<file path="src/rtl/regfile_seq_pkg.sv">
// Shared widths, opcode constants and FSM state encoding for the register-file sequencer.
package regfile_seq_pkg;

  localparam int unsigned DATA_W = 8;
  localparam int unsigned SEL_W  = 4;
  localparam int unsigned OP_W   = 3;

  localparam logic [OP_W-1:0] OP_NOP   = 3'b000;
  localparam logic [OP_W-1:0] OP_LOADI = 3'b001;
  localparam logic [OP_W-1:0] OP_ADD   = 3'b010;
  localparam logic [OP_W-1:0] OP_SUB   = 3'b011;
  localparam logic [OP_W-1:0] OP_AND   = 3'b100;
  localparam logic [OP_W-1:0] OP_OR    = 3'b101;
  localparam logic [OP_W-1:0] OP_XOR   = 3'b110;
  localparam logic [OP_W-1:0] OP_MOV   = 3'b111;

  typedef enum logic [1:0] {
    S_IDLE  = 2'd0,
    S_READ  = 2'd1,
    S_EXEC  = 2'd2,
    S_WRITE = 2'd3
  } seqStateT;

endpackage

</file>
<file path="src/rtl/regfile_sequencer_alu.sv">
// Combinational ALU for the sequencer: result plus zero/carry flags for one micro-instruction.
module seq_alu
  import regfile_seq_pkg::*;
(
  input  logic [OP_W-1:0]   opcode,
  input  logic [DATA_W-1:0] opA,
  input  logic [DATA_W-1:0] opB,
  input  logic [DATA_W-1:0] imm,
  output logic [DATA_W-1:0] result,
  output logic              zero,
  output logic              carry
);

  localparam int unsigned WIDE_W = DATA_W + 1;

  logic [WIDE_W-1:0] wide;

  // Bit DATA_W of the widened add is the carry; of the widened subtract it is the borrow.
  always_comb begin
    wide   = '0;
    result = '0;
    carry  = 1'b0;
    unique case (opcode)
      OP_NOP:   result = '0;
      OP_LOADI: result = imm;
      OP_ADD: begin
        wide   = WIDE_W'(opA) + WIDE_W'(opB);
        result = wide[DATA_W-1:0];
        carry  = wide[DATA_W];
      end
      OP_SUB: begin
        wide   = WIDE_W'(opA) - WIDE_W'(opB);
        result = wide[DATA_W-1:0];
        carry  = wide[DATA_W];
      end
      OP_AND:   result = opA & opB;
      OP_OR:    result = opA | opB;
      OP_XOR:   result = opA ^ opB;
      default:  result = opA;
    endcase
  end

  assign zero = (result == '0);

endmodule

</file>
<file path="src/rtl/regfile_sequencer.sv">
// Micro-instruction sequencer: reads two registers, computes via seq_alu, writes back.
// The register file has no write enable, so idle cycles refresh the A-selected register.
module regfile_sequencer
  import regfile_seq_pkg::*;
(
  input  logic              clk,
  input  logic              reset,
  input  logic              instr_valid,
  output logic              instr_ready,
  input  logic [OP_W-1:0]   opcode,
  input  logic [SEL_W-1:0]  dst,
  input  logic [SEL_W-1:0]  src_a,
  input  logic [SEL_W-1:0]  src_b,
  input  logic [DATA_W-1:0] imm,
  output logic [SEL_W-1:0]  A_sel,
  output logic [SEL_W-1:0]  B_sel,
  input  logic [DATA_W-1:0] A,
  input  logic [DATA_W-1:0] B,
  output logic [SEL_W-1:0]  replaceSel,
  output logic [DATA_W-1:0] replaceData,
  output logic              done,
  output logic [DATA_W-1:0] result,
  output logic              zero,
  output logic              carry
);

  seqStateT state;
  seqStateT nextState;

  logic [OP_W-1:0]   opQ;
  logic [SEL_W-1:0]  dstQ;
  logic [DATA_W-1:0] immQ;
  logic [DATA_W-1:0] opA;
  logic [DATA_W-1:0] opB;
  logic [DATA_W-1:0] aluResult;
  logic              aluZero;
  logic              aluCarry;
  logic              accept;

  seq_alu uAlu (
    .opcode (opQ),
    .opA    (opA),
    .opB    (opB),
    .imm    (immQ),
    .result (aluResult),
    .zero   (aluZero),
    .carry  (aluCarry)
  );

  assign accept = instr_valid && instr_ready;

  always_ff @(posedge clk) begin
    if (reset) state <= S_IDLE;
    else       state <= nextState;
  end

  // Reset gates ready, done and the write-back so an aborted instruction never lands.
  always_comb begin
    nextState   = state;
    instr_ready = 1'b0;
    done        = 1'b0;
    replaceSel  = A_sel;
    replaceData = A;
    if (!reset) begin
      unique case (state)
        S_IDLE: begin
          instr_ready = 1'b1;
          if (instr_valid) nextState = S_READ;
        end
        S_READ:  nextState = S_EXEC;
        S_EXEC:  nextState = S_WRITE;
        S_WRITE: begin
          done = 1'b1;
          if (opQ != OP_NOP) begin
            replaceSel  = dstQ;
            replaceData = result;
          end
          nextState = S_IDLE;
        end
        default: nextState = S_IDLE;
      endcase
    end
  end

  // Instruction latch, operand capture and result/flag registers.
  always_ff @(posedge clk) begin
    if (reset) begin
      opQ    <= OP_NOP;
      dstQ   <= '0;
      immQ   <= '0;
      A_sel  <= '0;
      B_sel  <= '0;
      opA    <= '0;
      opB    <= '0;
      result <= '0;
      zero   <= 1'b0;
      carry  <= 1'b0;
    end else begin
      unique case (state)
        S_IDLE: begin
          if (accept) begin
            opQ   <= opcode;
            dstQ  <= dst;
            immQ  <= imm;
            A_sel <= src_a;
            B_sel <= src_b;
          end
        end
        S_READ: begin
          opA <= A;
          opB <= B;
        end
        S_EXEC: begin
          result <= aluResult;
          zero   <= aluZero;
          carry  <= aluCarry;
        end
        default: ;
      endcase
    end
  end

endmodule

</file>
<file path="config.mk">
export PLATFORM = sky130hd
export DESIGN_NAME = regfile_sequencer
export DESIGN_NICKNAME = d
export VERILOG_FILES = /design/src/rtl/regfile_seq_pkg.sv /design/src/rtl/regfile_sequencer_alu.sv /design/src/rtl/regfile_sequencer.sv
export SDC_FILE = /design/constraint.sdc
export NUM_CORES = 1
export LEC_CHECK = 0
export BUFFER_PORTS_ARGS = -buffer_cell sky130_fd_sc_hd__clkbuf_2
export CAP_MARGIN = 20
export CORE_ASPECT_RATIO = 1.25
export CORE_MARGIN = 1
export CORE_UTILIZATION = 25
export CTS_BUF_LIST = sky130_fd_sc_hd__clkbuf_16
export DETAILED_ROUTE_END_ITERATION = 8
export SETUP_SLACK_MARGIN = 0.3
export SYNTH_ARGS = -nofsm -noshare
export SYNTH_HDL_FRONTEND = slang
export SYNTH_SLANG_ARGS = --single-unit
export TNS_END_PERCENT = 1
</file>
<file path="constraint.sdc">
create_clock -name clk -period 2.8 [get_ports clk]
set_input_delay 0.56 -clock clk [delete_from_list [all_inputs] [get_ports clk]]
set_output_delay 0.56 -clock clk [all_outputs]
set_load 0.01 [all_outputs]
</file>
==> key figures <==
Global routing
  • Maximum number of pins on one net before global-route repair: 54
  • Wire length of the first global-routing pass: 15900 um
  • Initial antenna violation count: 0
  • Overall fraction of global-route tracks in use: 14.5%
  • Gr ovfl total: 0
  • Via count of the first global-routing pass: 3127

Clocking
  • Hold_buf cts: 0
  • TritonCTS buffer count: 5
  • Clk Latency, worst-skew pair: 0.30 ns
  • Clock transition at the registers of the reported paths: 0.07 ns
  • H-tree lvl count: 2
  • Number of clock sinks seen by CTS: 51
  • CTS tree: yes
  • Buffers from clock root to sink, at most: 2
  • Clock root cell: clkbuf_16

Logic synthesis
  • Main combinational cell family by area after synthesis: simple AND/OR/NAND/NOR gates
  • Cell variety after synth: 61
  • Asr flop ratio synth: 0%
  • Post-synthesis share of cell area spent on full adders, half adders and majority gates: 11.4%
  • Netlist area before placement: 3410 um2
  • Count of flip-flops with a built-in enable after synthesis: 0
  • Compound-Gate Fraction of Synth Area: 16.8%
  • Post-synthesis average cell area: 8.24 um2
  • Count of yosys warnings during synthesis: 0
  • Instance count of the mapped netlist: 414
  • Fraction of synthesized cell area in xor and xnor cells: 1.03%
  • Flip-flop and latch count after synthesis: 51
  • Synth Area in Simple Gates: 21.9%
  • Share of the yosys chip area belonging to registers: 29.9%
  • Synth Net Count: 486
  • Portion of netlist area occupied by mux cells: 12.3%
  • Prevailing post-synth register cell: dfxtp_1

Final layout
  • Layout Utilization: 32.5%
  • Top library cells by usage in the layout, fill and taps aside: 73 x clkbuf_2, 48 x nor2_1, 44 x dfxtp_1, 32 x o21ai_0, 29 x nand2_1
  • Fraction of final layout cells with drive strength greater than 1: 30.5%
  • Final nets: 562
  • Final Instance Area: 4310 um2
  • Antenna cell count: 0
  • Number of inserted filler cells in the final layout: 1480
  • Most frequent standard cell in the layout excluding fill and tap cells: clkbuf_2
  • Area Growth Syn to Fin: 26.5%

Critical path
  • Type of element launching the critical path: flip-flop
  • Kind of end point of the critical path: flip-flop
  • Worst-case register-to-register setup slack: 0.36 ns
  • Launch point of the critical path: opB[1]
  • CP Class: flip-flop to flip-flop
  • Critical Path AT: 2.69 ns
  • Critical path endpoint: zero
  • Reg-to-reg critical path endpoint: zero
  • Maximum fanout along the worst path: 5
  • Number of cells on the worst reg-to-reg path: 9
  • Data required time of the critical path: 3.05 ns
  • Worst R2R Start: opB[1]

Floorplanning
  • Die Y-Extent: 133 um
  • Overall die area: 14100 um2
  • Initial cell density of the core: 25.7%
  • Number of standard-cell rows in the floorplan: 47
  • Horizontal extent of the die: 106 um
  • Number of top-level pins: 74
  • Core region area: 13300 um2

Route
  • Count of unresolved DRC violations after routing: 0
  • Final antenna-violating net count: 0
  • Length of the first detailed-routing pass in iterations: 4
  • Starting DRC count in detailed routing: 229
  • Via Count: 3207
  • DR WL/cell: 15.5 um
  • Detailed-route wire length: 10300 um
  • Number of vias per cell after detailed routing: 4.84

Place
  • Port-buffer cells: 73
  • Placed cell areas: 4020 um2
  • Detailed-placement wirelength estimate: 7720 um
  • Placer Congestion: 0.926

Power
  • Maximum vdd drop: 0.658 mV
  • Power density over the cells: 810 nW/um2
  • Total power of the final layout: 3500 uW
  • Leak pwr: 0.00177 uW

Timing
  • Highest attainable clock frequency: 409 MHz
  • Final-report max-slew violation count: 0
  • Setup skew after layout: 0.00476 ns
  • Slew of the pin with the lowest slew margin: 0.610 ns
  • Summed negative setup slack over all endpoints: 0 ns
  • Max-slew headroom at the worst pin: 59.2%
  • Hold Fails Final Rpt: 0
  • Post-route fraction of the period consumed by the critical path: 87.2%
  • Unrepaired setup endpoints after global routing: true
  • Endpoints failing setup: 0
  • Post-layout min period: 2.44 ns

Worst hold path
  • Hold/Removal Path Class: input port to flip-flop

Run
  • Maximum Capacitance Violations: 0

Status
  • Status: finished clean
cell families after synthesis:
family	Yosys count
buffers and inverters	53
muxes	39
DFF	51
adders and majority gates	30
AOI/OAI and AO/OA	89
and+or+nand+nor	148
xor gates and xnor gates	4
repair_timing:
action	4_1_cts	5_1_grt
cloned	0	0
buffers inserted	0	2
resized for setup	15	21
pin swaps	2	10
setup endpoints to repair	15	15
flip-flops by register name (all words and copies together) (netlist names):
name    count
result      8
B_sel       4
immQ        8
dstQ        4
opB         8
opA         8
state       2
A_sel       4
carry       1
zero        1
opQ         3
synthesized netlist by cell type, types with 2 or more instances:
cell / instances / area share, %
nor2_1: 49 / 5.4
nor2b_1: 9 / 1.7
nand2_1: 29 / 3.2
buf_2: 4 / 0.59
nand3b_1: 3 / 0.66
xnor2_1: 3 / 0.77
fa_1: 2 / 1.2
nor3_1: 8 / 1.2
a31oi_1: 4 / 0.73
o22ai_1: 2 / 0.37
ha_1: 28 / 10
clkbuf_1: 17 / 1.9
nand4b_1: 2 / 0.51
mux2_2: 14 / 4.6
buf_1: 2 / 0.22
nor4_1: 2 / 0.37
o31a_1: 2 / 0.51
inv_2: 2 / 0.22
a211oi_1: 5 / 1.1
buf_4: 3 / 0.66
inv_1: 24 / 2.6
o31ai_1: 6 / 1.3
dfxtp_1: 51 / 30
a221oi_1: 2 / 0.51
nor3b_1: 3 / 0.66
a311oi_1: 4 / 1.0
a21oi_1: 16 / 2.3
mux2i_1: 24 / 7.0
nand3_1: 6 / 0.88
and2_1: 2 / 0.37
nand2b_1: 24 / 4.4
o21ai_0: 33 / 4.8
how the worst min path moves through the flow:
stage / to / cells after the start / startpoint
6_report: dstQ[0] / 3 / dst[0]
5_1_grt: A_sel[0] / 3 / src_a[0]
4_1_cts: dstQ[0] / 3 / dst[0]
3_5_place_dp: dstQ[2] / 2 / dstQ[2]
3_3_place_gp: dstQ[1] / 2 / dstQ[1]
2_1_floorplan: immQ[3] / 2 / immQ[3]
cell type report:
cell class / count / area, um2 / area share [%]
repair buffers: 96 / 538 / 12.5
multi-input cells: 310 / 2280 / 52.8
clock buffers: 5 / 125 / 2.90
well taps: 171 / 214 / 4.96
inverters: 26 / 97.6 / 2.26
flip-flops and latches: 51 / 1040 / 24.1
clock inverters: 3 / 20.0 / 0.464
where the power goes:
part	internal (uW)	switching, uW
Clock	332	303
Sequential	906	170
Combinational	796	989
layer usage:
layer  global-route usage, %  up-vias  wire, um
li1                        -     1589         -
met1                    17.2     1495      4370
met2                    25.4      102      5130
met3                    2.07       21       424
met4                    7.23        0       348
met5                       0        -         0
per-stage QoR:
stage	hold slack [ns]	setup slack [ns]	std cells
2_1_floorplan	0.445	0.317	414
3_3_place_gp	0.463	0.124	652
3_5_place_dp	0.472	0.0797	652
4_1_cts	0.447	0.276	660
5_1_grt	0.459	0.259	662
6_report	0.447	0.357	662
critical path, cell delays in order, from the launching register on:
cell and delay [ns]:
dfxtp_4 0.37, inv_1 0.12, ha_4 0.23, a211oi_4 0.23, nor3_1 0.10, or4_1 0.45
mux2i_1 0.14, o32a_1 0.34, nor4_4 0.23, a31o_1 0.16
No activity file was read; power rests on OpenSTA's default activity.
